## config.mk

```make
export PLATFORM = sky130hd
export DESIGN_NAME = regfile_xfer_seq_flat
export DESIGN_NICKNAME = d
export VERILOG_FILES = /design/src/rtl/regfile_xfer_seq_if.sv /design/src/rtl/regfile_xfer_seq.sv /design/src/flat_wrapper.sv
export SDC_FILE = /design/constraint.sdc
export NUM_CORES = 1
export LEC_CHECK = 0
export ABC_AREA = 1
export CORE_AREA = 2 2 130 132
export CTS_BUF_LIST = sky130_fd_sc_hd__clkbuf_8
export CTS_CLUSTER_DIAMETER = 120
export DETAILED_ROUTE_END_ITERATION = 8
export DIE_AREA = 0 0 132 134
export HOLD_SLACK_MARGIN = 0.03
export PLACE_DENSITY = 0.82
export SLEW_MARGIN = 20
export SYNTH_ARGS = -nofsm -noshare
export SYNTH_HDL_FRONTEND = slang
export SYNTH_SLANG_ARGS = --single-unit
```

## constraint.sdc

```tcl
create_clock -name clk -period 5.6 [get_ports clk]
set_input_delay 0.84 -clock clk [delete_from_list [all_inputs] [get_ports clk]]
set_output_delay 0.84 -clock clk [all_outputs]
set_load 0.05 [all_outputs]
```

## src/rtl/regfile_xfer_seq_if.sv

```systemverilog
// Register-file / data-memory port bundle owned by the block-transfer sequencer.
// The master side is the sequencer; the slave side is the datapath and memory.
interface regfile_xfer_seq_if #(
  parameter int WIDTH = 32,
  parameter int NREGS = 16
);
  logic             start;
  logic             L;
  logic             U;
  logic             W;
  logic [3:0]       Rn;
  logic [NREGS-1:0] reglist;
  logic [WIDTH-1:0] base;
  logic [WIDTH-1:0] RD;
  logic             busy;
  logic             done;
  logic [3:0]       A2;
  logic [3:0]       A3;
  logic             WE3;
  logic [WIDTH-1:0] WD3;
  logic [WIDTH-1:0] MemAddr;
  logic             MemWrite;

  modport master (
    input  start, L, U, W, Rn, reglist, base, RD,
    output busy, done, A2, A3, WE3, WD3, MemAddr, MemWrite
  );

  modport slave (
    output start, L, U, W, Rn, reglist, base, RD,
    input  busy, done, A2, A3, WE3, WD3, MemAddr, MemWrite
  );
endinterface

```

## src/rtl/regfile_xfer_seq.sv

```systemverilog
// LDM/STM block-transfer sequencer: moves one register per cycle between the
// register file and data memory, lowest register at lowest address, optional base writeback.
module regfile_xfer_seq #(
  parameter int WIDTH = 32,
  parameter int NREGS = 16
) (
  input  logic               clk,
  input  logic               reset,
  regfile_xfer_seq_if.master bus
);
  localparam logic [1:0] S_IDLE  = 2'd0;
  localparam logic [1:0] S_XFER  = 2'd1;
  localparam logic [1:0] S_WBACK = 2'd2;

  logic [1:0]       state;
  logic             done_q;
  logic             l_q;
  logic             wb_q;
  logic [3:0]       rn_q;
  logic [NREGS-1:0] remaining;
  logic [WIDTH-1:0] addr;
  logic [WIDTH-1:0] final_addr;
  logic [WIDTH-1:0] offset;
  logic [3:0]       idx;
  logic             last;
  logic             accept;

  function automatic logic [4:0] popcount(input logic [NREGS-1:0] v);
    logic [4:0] c;
    c = '0;
    for (int i = 0; i < NREGS; i++) c = c + 5'(v[i]);
    return c;
  endfunction

  function automatic logic [3:0] lowest_set(input logic [NREGS-1:0] v);
    logic [3:0] r;
    r = '0;
    for (int i = NREGS - 1; i >= 0; i--) if (v[i]) r = 4'(i);
    return r;
  endfunction

  assign accept = (state == S_IDLE) && bus.start;
  assign offset = WIDTH'(popcount(bus.reglist)) << 2;
  assign idx    = lowest_set(remaining);
  assign last   = (remaining & (remaining - NREGS'(1))) == '0;

  // Control: state and done pulse are the only reset-sensitive flops.
  always_ff @(posedge clk) begin
    if (reset) begin
      state  <= S_IDLE;
      done_q <= 1'b0;
    end else begin
      done_q <= 1'b0;
      case (state)
        S_IDLE: begin
          if (bus.start) begin
            if (bus.reglist == '0) done_q <= 1'b1;
            else                   state  <= S_XFER;
          end
        end
        S_XFER: begin
          if (last) begin
            if (wb_q) begin
              state <= S_WBACK;
            end else begin
              state  <= S_IDLE;
              done_q <= 1'b1;
            end
          end
        end
        S_WBACK: begin
          state  <= S_IDLE;
          done_q <= 1'b1;
        end
        default: state <= S_IDLE;
      endcase
    end
  end

  // Command capture and per-transfer advance; outputs are gated by state, so no reset needed.
  always_ff @(posedge clk) begin
    if (accept) begin
      l_q        <= bus.L;
      rn_q       <= bus.Rn;
      wb_q       <= bus.W && !(bus.L && bus.reglist[bus.Rn]);
      remaining  <= bus.reglist;
      addr       <= bus.U ? bus.base : bus.base - offset;
      final_addr <= bus.U ? bus.base + offset : bus.base - offset;
    end else if (state == S_XFER) begin
      remaining <= remaining & (remaining - NREGS'(1));
      addr      <= addr + WIDTH'(4);
    end
  end

  always_comb begin
    bus.busy     = (state != S_IDLE);
    bus.done     = done_q;
    bus.A2       = '0;
    bus.A3       = '0;
    bus.WE3      = 1'b0;
    bus.WD3      = '0;
    bus.MemAddr  = '0;
    bus.MemWrite = 1'b0;
    if (state == S_XFER) begin
      bus.MemAddr = addr;
      if (l_q) begin
        bus.A3  = idx;
        bus.WD3 = bus.RD;
        bus.WE3 = 1'b1;
      end else begin
        bus.A2       = idx;
        bus.MemWrite = 1'b1;
      end
    end else if (state == S_WBACK) begin
      bus.A3  = rn_q;
      bus.WD3 = final_addr;
      bus.WE3 = 1'b1;
    end
  end
endmodule

```

## src/flat_wrapper.sv

```systemverilog
// flat-port wrapper written by rule: the top's interface ports become plain ports
module regfile_xfer_seq_flat 
#(
  parameter int WIDTH = 32,
  parameter int NREGS = 16
)
  (clk, reset, bus_start, bus_L, bus_U, bus_W, bus_Rn, bus_reglist, bus_base, bus_RD, bus_busy, bus_done, bus_A2, bus_A3, bus_WE3, bus_WD3, bus_MemAddr, bus_MemWrite);
  regfile_xfer_seq_if #(.WIDTH(WIDTH), .NREGS(NREGS)) bus_i ();
  input  logic clk;
  input  logic reset;
  input wire logic [$bits(bus_i.start)-1:0] bus_start;
  input wire logic [$bits(bus_i.L)-1:0] bus_L;
  input wire logic [$bits(bus_i.U)-1:0] bus_U;
  input wire logic [$bits(bus_i.W)-1:0] bus_W;
  input wire logic [$bits(bus_i.Rn)-1:0] bus_Rn;
  input wire logic [$bits(bus_i.reglist)-1:0] bus_reglist;
  input wire logic [$bits(bus_i.base)-1:0] bus_base;
  input wire logic [$bits(bus_i.RD)-1:0] bus_RD;
  output wire logic [$bits(bus_i.busy)-1:0] bus_busy;
  output wire logic [$bits(bus_i.done)-1:0] bus_done;
  output wire logic [$bits(bus_i.A2)-1:0] bus_A2;
  output wire logic [$bits(bus_i.A3)-1:0] bus_A3;
  output wire logic [$bits(bus_i.WE3)-1:0] bus_WE3;
  output wire logic [$bits(bus_i.WD3)-1:0] bus_WD3;
  output wire logic [$bits(bus_i.MemAddr)-1:0] bus_MemAddr;
  output wire logic [$bits(bus_i.MemWrite)-1:0] bus_MemWrite;
  assign bus_i.start = bus_start;
  assign bus_i.L = bus_L;
  assign bus_i.U = bus_U;
  assign bus_i.W = bus_W;
  assign bus_i.Rn = bus_Rn;
  assign bus_i.reglist = bus_reglist;
  assign bus_i.base = bus_base;
  assign bus_i.RD = bus_RD;
  assign bus_busy = bus_i.busy;
  assign bus_done = bus_i.done;
  assign bus_A2 = bus_i.A2;
  assign bus_A3 = bus_i.A3;
  assign bus_WE3 = bus_i.WE3;
  assign bus_WD3 = bus_i.WD3;
  assign bus_MemAddr = bus_i.MemAddr;
  assign bus_MemWrite = bus_i.MemWrite;
  regfile_xfer_seq #(.WIDTH(WIDTH), .NREGS(NREGS)) u_core (.clk(clk), .reset(reset), .bus(bus_i));
endmodule
```

Word-level counts from Yosys, hierarchy flattened
Index checks and enable logic that the tools add are counted.
{ "totals": {"ff_bits": 89, "in_bits": 90, "output_inout_bits": 76, "word_cells": 92} }
{ "op_classes": {"n_addsub": 19, "magnitude_cmp": 1, "n_eq_ne": 5, "mux": 48, "bitwise_logic": 1, "n_reduce_logical": 10} }
{ "ops": {"columns": ["operator", "n"], "rows": [
  ["32-bit two-way mux", 8],
  ["4-bit two-way mux", 21],
  ["5-bit by 1-bit adder with 5-bit output", 14],
  ["32-bit by 3-bit adder with 32-bit output (second input constant)", 1],
  ["32-bit by 7-bit adder with 32-bit output", 1],
  ["16-bit zero test", 2],
  ["16-bit two-way mux", 2],
  ["32-bit by 7-bit subtractor with 32-bit output", 1],
  ["16-bit AND", 1],
  ["16-bit by 1-bit subtractor with 16-bit output (second input constant)", 1],
  ["1-bit two-way mux", 10],
  ["2-bit two-way mux", 4],
  ["4-bit by 5-bit less-than comparator with 1-bit output (second input constant)", 1],
  ["1-bit binary-select mux with 4-bit select", 1],
  ["2-bit inequality test (second input constant)", 2],
  ["2-bit case mux with 2 select lines", 1],
  ["2-bit nonzero test", 2],
  ["1-bit logical AND", 3],
  ["1-bit case mux with 3 select lines", 1],
  ["3-bit AND reduction", 1],
  ["1-bit by 1-bit adder with 2-bit output", 1],
  ["2-bit by 1-bit == test with 1-bit output (second input constant)", 1],
  ["2-bit == test (second input constant)", 1],
  ["2-bit zero test", 1],
  ["other kinds (2)", 2]
]} }

Longest topological paths before layout
Gate-level depths: netlist of run 1.
{ "depth": {"depth_word": 18, "depth_mapped": 31, "depth_no_buf": 31} }

Least setup slack after synthesis of run 1
No wires, ideal clock.
{ "synth_path": {"path_kind": "in2reg", "from": "in bus_reglist[0]", "to": "reg u_core.addr[25], data pin", "setup_ns": 0.260, "arrival_time_ns": 5.477, "required_time_ns": 5.340, "path_slack_ns": -0.137, "path_stages": 27, "n_path_buf": 0, "cell_sequence": "inv_1 > ha_1 > inv_1 > fa_1 > fa_1 > fa_1 > fa_1 > fa_1 > fa_1 > nor2_1 > inv_1 > nand2_1 > inv_1 > ha_1 > inv_2 > a21oi_1 > nand2_1 > nand2_1 > nand3_2 > inv_2 > nand2_2 > inv_1 > a31oi_1 > o21ai_0 > nand2_1 > nand2_1 > nand2_1"} }
{ "synth_between": {"elab_chain_cells": 18} }
{ "synth_lines": {"columns": ["element", "line_no", "text"], "rows": [
  ["start: declaration", "flat_wrapper.sv:16", "input wire logic [$bits(bus_i.reglist)-1:0] bus_reglist;"],
  ["1-bit by 1-bit adder with 2-bit output", "regfile_xfer_seq.sv:31", "for (int i = 0; i < NREGS; i++) c = c + 5'(v[i]);"],
  ["5-bit by 1-bit adder with 5-bit output (14 in series)", "regfile_xfer_seq.sv:31", null],
  ["32-bit by 7-bit subtractor with 32-bit output", "regfile_xfer_seq.sv:87", "addr <= bus.U ? bus.base : bus.base - offset;"],
  ["32-bit two-way mux", "regfile_xfer_seq.sv:87", null],
  ["32-bit two-way mux", "regfile_xfer_seq.sv:82", "if (accept) begin"],
  ["end signal: assignment", "regfile_xfer_seq.sv:87", null],
  ["end signal: assignment", "regfile_xfer_seq.sv:91", "addr <= addr + WIDTH'(4);"],
  ["end: declaration", "regfile_xfer_seq.sv:21", "logic [WIDTH-1:0] addr;"]
]} }
No other way between the ends.
A chain may end at the register's enable or synchronous reset.

Worst setup path after layout of run 1
{ "layout_path": {"from": "in bus_reglist[0]", "to": "reg u_core.final_addr[23], data pin"} }
{ "layout_between": {"elab_chain_cells": 17, "word_cells_on_any_way": 18, "classes_between": "17 x add/sub; 1 x mux"} }
{ "layout_lines": {"columns": ["element", "line_no", "text"], "rows": [
  ["1-bit by 1-bit adder with 2-bit output (*)", "regfile_xfer_seq.sv:31", null],
  ["5-bit by 1-bit adder with 5-bit output (*) (14 in series)", "regfile_xfer_seq.sv:31", null],
  ["32-bit by 7-bit subtractor with 32-bit output or 32-bit by 7-bit adder with 32-bit output (tied branches)", "regfile_xfer_seq.sv:88", "final_addr <= bus.U ? bus.base + offset : bus.base - offset;"],
  ["32-bit two-way mux (*)", "regfile_xfer_seq.sv:88", null],
  ["end signal: assignment", "regfile_xfer_seq.sv:88", null],
  ["end: declaration", "regfile_xfer_seq.sv:22", "logic [WIDTH-1:0] final_addr;"]
]} }
Every way passes the cells marked *; elsewhere a longest branch is shown, timed or not.

==> metrics.md, run 1 <==
| Metric | Value |
|---|---|
| Grt ovf | `0` |
| Top-area cell type share of the netlist area | `33.81%` |
| Sequential area share after synthesis | `34.59%` |
| Cell area power density | `318.6 nW/um^2` |
| Clock slew at reported path FFs | `0.11 ns` |
| Max Cap Viol | `0` |
| Non-filler cells, final | `1471` |
| Post-layout min period | `5.627 ns` |
| Critical path class | `in2reg` |
| Fin nets | `1367` |
| HPWL after DPL | `18.94 mm` |
| Syn. warnings | `0` |
| Post-layout util | `64.54%` |
| Main area contributors after synthesis | `edfxtp_1, nand2_1, inv_1, nor2_1, nand3_1` |
| Placed insts | `1442` |
| Count leader, synth | `nand2_1` |
| Worst min-delay path class | `reg2reg` |
| CP max stage cell | `fa_1` |
| Ports | `166` |
| Via Count | `8245` |
| Top FF cell, synth | `edfxtp_1` |
| Worst skew pair latency | `0.39 ns` |
| Status | `finished with violations` |
| Synth unique cells | `49` |
| Largest net degree at the start of global routing | `66` |
| PortBufs | `165` |
| Final setup fails | `4` |
| Total CTS buffers | `9` |
| Yosys reg bits | `89` |
| Critical path depth | `26` |
| Total area of sequential cells | `2643 um^2` |
| Die width | `132 um` |
| Reg2reg start | `u_core.state[0]` |
| Starting density of the core | `46.89%` |
| TritonCTS clock tree | `yes` |
| Clk sinks | `89` |
| Vias per std cell | `5.605` |
| N_diodes | `0` |
| DRT Pass-1 Iters | `6` |
| Hold Path Depth | `2` |
| Fillers | `1414` |
| WP data required | `5.85 ns` |
| Final instance area | `10510 um^2` |
| Initial antenna violation count | `0` |
| Final hold vios | `0` |
| Startpoint Class | `input port` |
| Syn Area/Cell | `7.310 um^2` |
| Synthesized area | `7639 um^2` |
| DRC viols | `0` |
| Total GRT Usage | `28.08%` |
| Worst-case clock skew | `0.01403 ns` |
| Worst Setup End Kind | `flip-flop` |
| Leak Pwr | `4.445 nW` |
| Post-DRT Antenna Nets | `0` |
| 1st-iter DRT viols | `944` |
| Post-synth ARST share | `0%` |
| Cell taking the most area after synthesis | `edfxtp_1` |
| Fin crit share | `100.5%` |
| Max Root-Sink Buffers | `2` |
| Final Max Tran Viols | `0` |
| Power Total | `0.003350 W` |
| Core Region | `16290 um^2` |
| Worst Max-Slew Pin Slew | `1.238 ns` |
| Area after DPL | `9812 um^2` |
| Layout cells sized above 1 | `17.43%` |
| Synth cell count leaders | `nand2_1, inv_1, nor2_1` |
| Worst stage delay on the critical path | `0.52 ns` |
| FMAX | `177.7 MHz` |
| # rows | `47` |
| Worst vdd ir | `0.0002275 V` |
| Total Die Area | `17690 um^2` |
| Reg2reg setup slack | `2.80 ns` |
| Slew headroom | `16.93%` |
| H-Tree Depth | `3` |
| GPL Wtd Cong | `0.9331` |
| Multi-input logic area | `4583 um^2` |
| Max Fanout on Critical Path | `4` |
| Post-Route WL | `25.95 mm` |
| Area growth, synth to finish | `37.64%` |
| Vias in the first global route | `7728` |
| Global-route wire length before repair | `39.52 mm` |
| R2R cell count | `4` |
| Number of synthesized flops with an enable pin | `86` |
| Synth Net Count | `1166` |
| Worst path bufs/invs | `9` |
| DIE HEIGHT | `134 um` |
| Crit Reg-Reg Endpoint | `u_core.remaining[13]` |
| Failing checks | `setup timing` |
| Critical path arrival | `5.87 ns` |
| Setup ws final | `-0.02714 ns` |
| Post-synthesis cell count | `1045` |
| Worst Setup SP | `bus_reglist[0]` |
| Largest delay contributor family on the critical path | `adder cells` |
| Root Driver | `clkbuf_8` |
| Worst Setup EP | `u_core.final_addr[23]` |
| Unrepaired setup endpoints after global routing | `yes` |
| Drt wl/cell | `17.64 um` |
[power by group]
part / internal [W] / switching [W]
sequential: 0.000886 / 0.0000752
clock: 0.000302 / 0.000277
combinational: 0.000734 / 0.00108
total: 0.00192 / 0.00143
[logic make-up (layout without fill, tap and decap cells)]
kind of cell             after synthesis  count (layout)  share of synthesized area (%)
AND/OR/NAND/NOR                      501             501                          30.29
buffers and inverters                200             406                          10.06
AO/OA/AOI/OAI                        199             199                          15.94
flip-flops                            89              89                          34.59
adder cells (fa/ha/maj)               31              31                          6.257
XOR/XNOR                              25              25                          2.867
[metrics by stage]
stage | worst slack (ns) | hold slack, ns | setup TNS (ns)
2_1_floorplan | 0.01101 | 0.5068 | 0
3_3_place_gp | -0.8459 | 0.5248 | -38.80
3_5_place_dp | -0.9808 | 0.5314 | -44.72
4_1_cts | -0.05340 | 0.5561 | -0.4629
5_1_grt | -0.1664 | 0.5738 | -3.223
6_report | -0.02714 | 0.5565 | -0.06348
[cells in the final DEF (no fill, tap or decap), types with 4 or more instances in the layout]
cell type          n
a21oi_1           49
a21oi_2            9
a22o_1            32
a31oi_1            7
buf_4             67
clkbuf_8           9
clkdlybuf4s50_1  157
dlygate4sd2_1      4
edfxtp_1          86
fa_1               9
ha_1              14
ha_4               4
inv_1            133
inv_2             17
inv_6              4
nand2_1          187
nand2_2           17
nand2_4            6
nand3_1           59
nand3_2           14
nand4_1           24
nor2_1           111
nor2_2            14
nor2_4            13
nor3_1            25
nor3_2             5
nor4_1             9
o211ai_1           9
o21ai_0           57
o21ai_1           10
o21ai_2            7
xor2_1            23
[worst min path at each step]
stage	from	end	slack, ns
floorplan	u_core.wb_q	u_core.state[1]	0.51
global placement	u_core.wb_q	u_core.state[1]	0.52
detailed placement	u_core.wb_q	u_core.state[1]	0.53
CTS	u_core.wb_q	u_core.state[1]	0.56
global route	u_core.wb_q	u_core.state[1]	0.57
finish	u_core.wb_q	u_core.state[1]	0.56
[state kept, by name, summed over array words and instances (netlist names)]
register and count:
u_core.l_q 1, u_core.wb_q 1, u_core.remaining 16, u_core.addr 32, u_core.state 2, u_core.bus.done 1, u_core.final_addr 32, u_core.rn_q 4
[metal layers]
layer,vias up,share of wire (%),global-route usage (%)
li1,3904,-,-
met1,3828,41,38.72
met2,450,47,44.99
met3,63,9.4,4.308
met4,0,2.8,10.27
met5,-,0,0
[worst register-to-register path: cells and delay by family (launching register included)]
kind | cells | cell delay [ns]
simple gates | 2 | 1.16
buf+inv | 2 | 0.92
flops | 1 | 0.34
[cell type report]
cell class | count | share of cell area (%)
Timing Repair Buffer | 233 | 20.56
Sequential cell | 89 | 25.13
Clock inverter | 7 | 1.190
Inverter | 157 | 5.724
Clock buffer | 9 | 1.178
Tap cell | 220 | 2.618
Multi-Input combinational cell | 756 | 43.59
[what timing repair did]
action,in CTS,in global routing
gates resized for setup,66,64
hold buffers,0,0
setup endpoints to repair,54,50
setup buffers,7,7
pin swaps,28,20
No activity file was read; power rests on OpenSTA's default activity.
==> run 2, diff against run 1 <==
Settings changed: TNS_END_PERCENT set to 10.
==> run 2 against run 1 <==
  * The flow still finishes with violations (setup timing)
  * Core utilization is 0.52 points lower
  * First-iteration DRC count is 8.2% lower
  * Die area unchanged
  * Non-clock buffer count shrank 4
  * Cell area is 0.81% lower
  * Clock-buffer cell count did not move
  * Register-to-register slack lost 0.03 ns
  * Total power shrank 0.72%
  * Maximum frequency fell by 0.16%
==> metrics.md, run 2 (same netlist as run 1, synthesis figures left out) <==
| Metric | Value |
|---|---|
| Status | `finished with violations` |
| Failing checks | `setup timing` |
| Fin nets | `1363` |
| Layout cells sized above 1 | `15.80%` |
| Vias per std cell | `5.590` |
| Slew headroom | `23.09%` |
| CP max stage cell | `fa_1` |
| Final setup fails | `3` |
| Fillers | `1434` |
| DRT Pass-1 Iters | `5` |
| Post-layout min period | `5.636 ns` |
| Final hold vios | `0` |
| Max Cap Viol | `0` |
| Leak Pwr | `4.409 nW` |
| Root Driver | `clkbuf_8` |
| 1st-iter DRT viols | `867` |
| Largest net degree at the start of global routing | `66` |
| Post-Route WL | `25.53 mm` |
| Worst Max-Slew Pin Slew | `1.146 ns` |
| Cell area power density | `318.9 nW/um^2` |
| Final instance area | `10430 um^2` |
| Final Max Tran Viols | `0` |
| WP data required | `5.72 ns` |
| Worst path most repeated cell | `fa_1` |
| FMAX | `177.4 MHz` |
| Startpoint Class | `input port` |
| Fin crit share | `100.6%` |
| Max Root-Sink Buffers | `2` |
| # rows | `47` |
| Core Region | `16290 um^2` |
| Worst vdd ir | `0.0002109 V` |
| Area growth, synth to finish | `36.53%` |
| Global-route wire length before repair | `39.50 mm` |
| GPL Wtd Cong | `0.9331` |
| Drt wl/cell | `17.40 um` |
| Most frequent cells in the layout | `nand2_1, clkdlybuf4s50_1, inv_1, nor2_1, edfxtp_1` |
| Total Die Area | `17690 um^2` |
| Worst skew pair latency | `0.39 ns` |
| Worst-case clock skew | `0.01349 ns` |
| Critical path arrival | `5.76 ns` |
| Clock slew at reported path FFs | `0.10 ns` |
| Initial antenna violation count | `0` |
| TritonCTS clock tree | `yes` |
| Total area of sequential cells | `2643 um^2` |
| Critical path class | `in2reg` |
| Max Fanout on Critical Path | `5` |
| Starting density of the core | `46.89%` |
| Dpl ws | `-0.9808 ns` |
| Commonest non-fill, non-tap cell in the layout | `nand2_1` |
| Worst Setup End Kind | `flip-flop` |
| N_diodes | `0` |
| Worst min-delay path class | `reg2reg` |
| Clk sinks | `89` |
| Area after DPL | `9812 um^2` |
| Vias in the first global route | `7725` |
| Ports | `166` |
| Grt ovf | `0` |
| DRC viols | `0` |
| Post-DRT Antenna Nets | `0` |
| Largest registers | `u_core.addr (32), u_core.final_addr (32), u_core.remaining (16)` |
| Worst stage delay on the critical path | `0.54 ns` |
| Power Total | `0.003326 W` |
| H-Tree Depth | `3` |
| Setup ws final | `-0.03609 ns` |
| Total CTS buffers | `9` |
| Total GRT Usage | `28.08%` |
| DIE HEIGHT | `134 um` |
| Via Count | `8200` |
| Die width | `132 um` |
| Unrepaired setup endpoints after global routing | `yes` |
| Multi-input logic area | `4534 um^2` |
| PortBufs | `165` |
| HPWL after DPL | `18.94 mm` |
-- run 2: cell types whose count changed in the layout (fill, tap and decap cells not counted), moves of 2 or more --
cell	before	now
buf_4	67	64
inv_1	133	135
nand2_1	187	189
nor2_1	111	113
inv_2	17	15
nand2_2	17	15
o21ai_1	10	13
nand3_2	14	8
o21ai_2	7	3
nand3_1	59	65
nor2_2	14	11
-- run 2: final cells by class --
cell class                 count  area share, %
sequential                    89          25.34
clock inverter                 7          1.200
clock buffer                   9          1.188
inverter                     157          5.747
tap                          220          2.639
timing repair buffer         229          20.41
multi-input combinational    756          43.48
-- run 2: what timing repair did --
action                                  CTS  global route
setup buffers                             7             2
endpoints found under the setup margin   54            51
hold buffers                              0             0
pin swaps                                24            23
resized for setup                        58            53
-- run 2: final timing paths --
path | endpoint | startpoint | slack [ns] | cells after the start
setup / recovery | u_core.addr[10] | bus_reglist[0] | -0.04 | 25
setup reg to reg | u_core.remaining[13] | u_core.state[0] | 2.77 | 4
hold reg to reg | u_core.state[1] | u_core.wb_q | 0.56 | 2
hold / removal | u_core.state[1] | u_core.wb_q | 0.56 | 2
-- run 2: report_power, final --
group	internal, W	switching [W]	total [W]
combinational	0.000712	0.00108	0.00179
sequential	0.000886	0.0000749	0.000961
clock	0.000302	0.000275	0.000577
-- run 2: metal layers --
| layer | up-vias | GRT usage (%) | part of all wire (%) |
|---|---|---|---|
| met1 | 3797 | 38.67 | 42 |
| met4 | 0 | 10.08 | 2.9 |
| met2 | 448 | 45.31 | 47 |
| met5 | - | 0 | 0 |
| li1 | 3902 | - | - |
| met3 | 53 | 4.082 | 8.6 |
-- run 2: per-stage QoR --
| stage | hold slack (ns) | util (%) | cells | TNS [ns] |
|---|---|---|---|---|
| after floorplan | 0.5068 | - | 1045 | 0 |
| after global placement | 0.5248 | 60.24 | 1442 | -38.80 |
| after detailed placement | 0.5314 | 60.24 | 1442 | -44.72 |
| after CTS | 0.5561 | 62.70 | 1465 | -0.8150 |
| after global routing | 0.5738 | 64.02 | 1467 | -2.937 |
| final | 0.5554 | 64.02 | 1467 | -0.06526 |
-- run 2: critical path: cells and delay by family --
kind	cells	cell delay, ns
AOI/OAI and AO/OA	2	0.12
and+or+nand+nor	8	0.98
buffers and inverters	7	0.64
adders and majority gates	8	3.16
==> run 3, diff against run 2 <==
Settings changed: CAP_MARGIN set to 25, RECOVER_POWER set to 50.
==> run 3 against run 2 <==
  * The run now ends clean
  * Non-clock buffer count grew 5
  * Via count grew 0.43%
  * Final cell count grew 0.34%
  * Clock skew shrank 0.0050 ns
  * Maximum frequency grew 0.96%
  * Combinational power shrank 2%
  * Largest cell class unchanged
==> metrics.md, run 3 (same netlist as run 1, synthesis figures left out) <==
| Metric | Value |
|---|---|
| GPL Wtd Cong | `0.9331` |
| Max Fanout on Critical Path | `6` |
| Placed insts | `1443` |
| Area growth, synth to finish | `36.36%` |
| Slew headroom | `52.95%` |
| Post-layout util | `63.94%` |
| Die width | `132 um` |
| CP max stage cell | `fa_1` |
| Ports | `166` |
| Largest delay contributor family on the critical path | `adder cells` |
| Total area of sequential cells | `2643 um^2` |
| Critical path class | `in2reg` |
| GRT busiest layer | `met2` |
| Commonest non-fill, non-tap cell in the layout | `nand2_1` |
| Status | `finished, final reports clean` |
| Most frequent cells in the layout | `nand2_1, clkdlybuf4s50_1, inv_1, nor2_1, edfxtp_1` |
| R2R cell count | `8` |
| Int Power | `0.001856 W` |
| P_sw | `0.001372 W` |
| Worst Max-Slew Pin Slew | `0.7057 ns` |
| Final setup fails | `0` |
| Worst stage delay on the critical path | `0.54 ns` |
| Via Count | `8235` |
| DIE HEIGHT | `134 um` |
| Global-route wire length before repair | `39.29 mm` |
| # rows | `47` |
| Critical path depth | `26` |
| Multi-input logic area | `4477 um^2` |
| Post-DRT Antenna Nets | `0` |
| Clk sinks | `89` |
| Reg2reg setup slack | `3.24 ns` |
| PortBufs | `165` |
| Post-Route WL | `25.39 mm` |
| Gate power share | `54.2%` |
| DRT Pass-1 Iters | `6` |
| Root Driver | `clkbuf_8` |
| # hold bufs at CTS | `0` |
| H-Tree Depth | `3` |
| Drt wl/cell | `17.25 um` |
| Sw frac | `42.51%` |
| Unrepaired setup endpoints after global routing | `yes` |
| Vias in the first global route | `7727` |
| Worst min-delay path class | `reg2reg` |
| Worst path bufs/invs | `7` |
| Leak Pwr | `4.426 nW` |
| Starting density of the core | `46.89%` |
| Met1 Use GR | `37.02%` |
| WP data required | `5.82 ns` |
| Total CTS buffers | `9` |
| GR met2 Demand/Resource | `46.06%` |
| Total Die Area | `17690 um^2` |
| Routing usage on met3 | `5.064%` |
| Startpoint Class | `input port` |
| Max Cap Viol | `0` |
| Initial antenna violation count | `0` |
| Worst Setup EP | `u_core.final_addr[21]` |
| Layout cells sized above 1 | `15.18%` |
| Fillers | `1428` |
| Worst skew pair latency | `0.39 ns` |
| Total GRT Usage | `27.82%` |
| Final hold vios | `0` |
| Clock slew at reported path FFs | `0.10 ns` |
| Hold path startpoint | `u_core.wb_q` |
| Core Region | `16290 um^2` |
| FMAX | `179.1 MHz` |
| Largest net degree at the start of global routing | `66` |
| Clock group share of total power | `16.0%` |
| Reg2reg start | `u_core.state[1]` |
| Cell area power density | `309.9 nW/um^2` |
| HPWL after DPL | `19.13 mm` |
| Fin nets | `1368` |
| Crit Reg-Reg Endpoint | `u_core.addr[7]` |
| Grt ovf | `0` |
| Largest registers | `u_core.addr (32), u_core.final_addr (32), u_core.remaining (16)` |
| Worst Setup SP | `bus_reglist[0]` |
| Worst path most repeated cell | `fa_1` |
| TritonCTS clock tree | `yes` |
| DRC viols | `0` |
| Fin crit share | `99.69%` |
| Post-layout min period | `5.583 ns` |
| N_diodes | `0` |
| Worst Setup End Kind | `flip-flop` |
| Critical path arrival | `5.80 ns` |
| Worst-case clock skew | `0.008508 ns` |
| Sequential power share | `29.8%` |
| Vias per std cell | `5.594` |
| Final Max Tran Viols | `0` |
| Power Total | `0.003228 W` |
| Non-filler cells, final | `1472` |
| Worst vdd ir | `0.0002411 V` |
| 1st-iter DRT viols | `903` |
| Max Root-Sink Buffers | `2` |
run 3: changes by cell type in the layout (fill, tap and decap cells not counted), sizes merged:
cell	previous run	this run
dlygate4sd2	4	5
bufinv	3	2
clkinv	4	5
clkinvlp	0	1
inv	157	156
buf	67	72
dlygate4sd3	0	7
clkdlybuf4s50	157	150
clkdlybuf4s15	1	0
run 3: through the flow:
stage | hold slack [ns] | setup TNS, ns | instance area (um^2) | worst slack [ns]
6_report | 0.5580 | 0 | 10420 | 0.01728
5_1_grt | 0.5722 | -1.776 | 10420 | -0.1492
4_1_cts | 0.5550 | -0.3031 | 10250 | -0.04800
3_5_place_dp | 0.5314 | -44.67 | 9839 | -0.9934
3_3_place_gp | 0.5248 | -38.80 | 9812 | -0.8459
2_1_floorplan | 0.5068 | 0 | 7654 | 0.01101
run 3: worst min-delay path, stage by stage (launching register included):
cell and delay (ns):
edfxtp_1 0.36, nand3_1 0.07, nor2_1 0.10
run 3: worst min-delay path by stage:
| stage | end | cells after the start | slack [ns] |
|---|---|---|---|
| finish | u_core.state[1] | 2 | 0.56 |
| global route | u_core.state[1] | 2 | 0.57 |
| CTS | u_core.state[1] | 2 | 0.55 |
| detailed placement | u_core.state[1] | 2 | 0.53 |
| global placement | u_core.state[1] | 2 | 0.52 |
| floorplan | u_core.state[1] | 2 | 0.51 |
run 3: timing repair:
action / in CTS / in global routing
pin swaps: 25 / 14
buffers inserted: 10 / 2
gates resized for setup: 63 / 28
endpoints found under the hold margin: 0 / 0
setup endpoints to repair: 53 / 47
run 3: power groups by stage:
stage                     registers, W  logic (W)  clock network [W]
final                         0.000961    0.00175           0.000516
after global routing          0.000972    0.00189           0.000538
after CTS                     0.000958    0.00164           0.000515
after detailed placement      0.000973    0.00149                  0
after global placement        0.000970    0.00144                  0
after floorplan               0.000948   0.000950                  0
run 3: final cells by class:
cell class | instances | share of cell area, %
Clock buffer | 9 | 1.189
Clock inverter | 7 | 0.9009
Inverter | 157 | 5.730
Multi-Input combinational cell | 756 | 42.98
Sequential cell | 89 | 25.37
Tap cell | 220 | 2.643
Timing Repair Buffer | 234 | 21.19
run 3: routing by layer:
layer / up-vias / share of wire (%)
met5: - / 0
met4: 0 / 2.4
met3: 51 / 9.4
met2: 428 / 47
met1: 3841 / 41
li1: 3915 / -
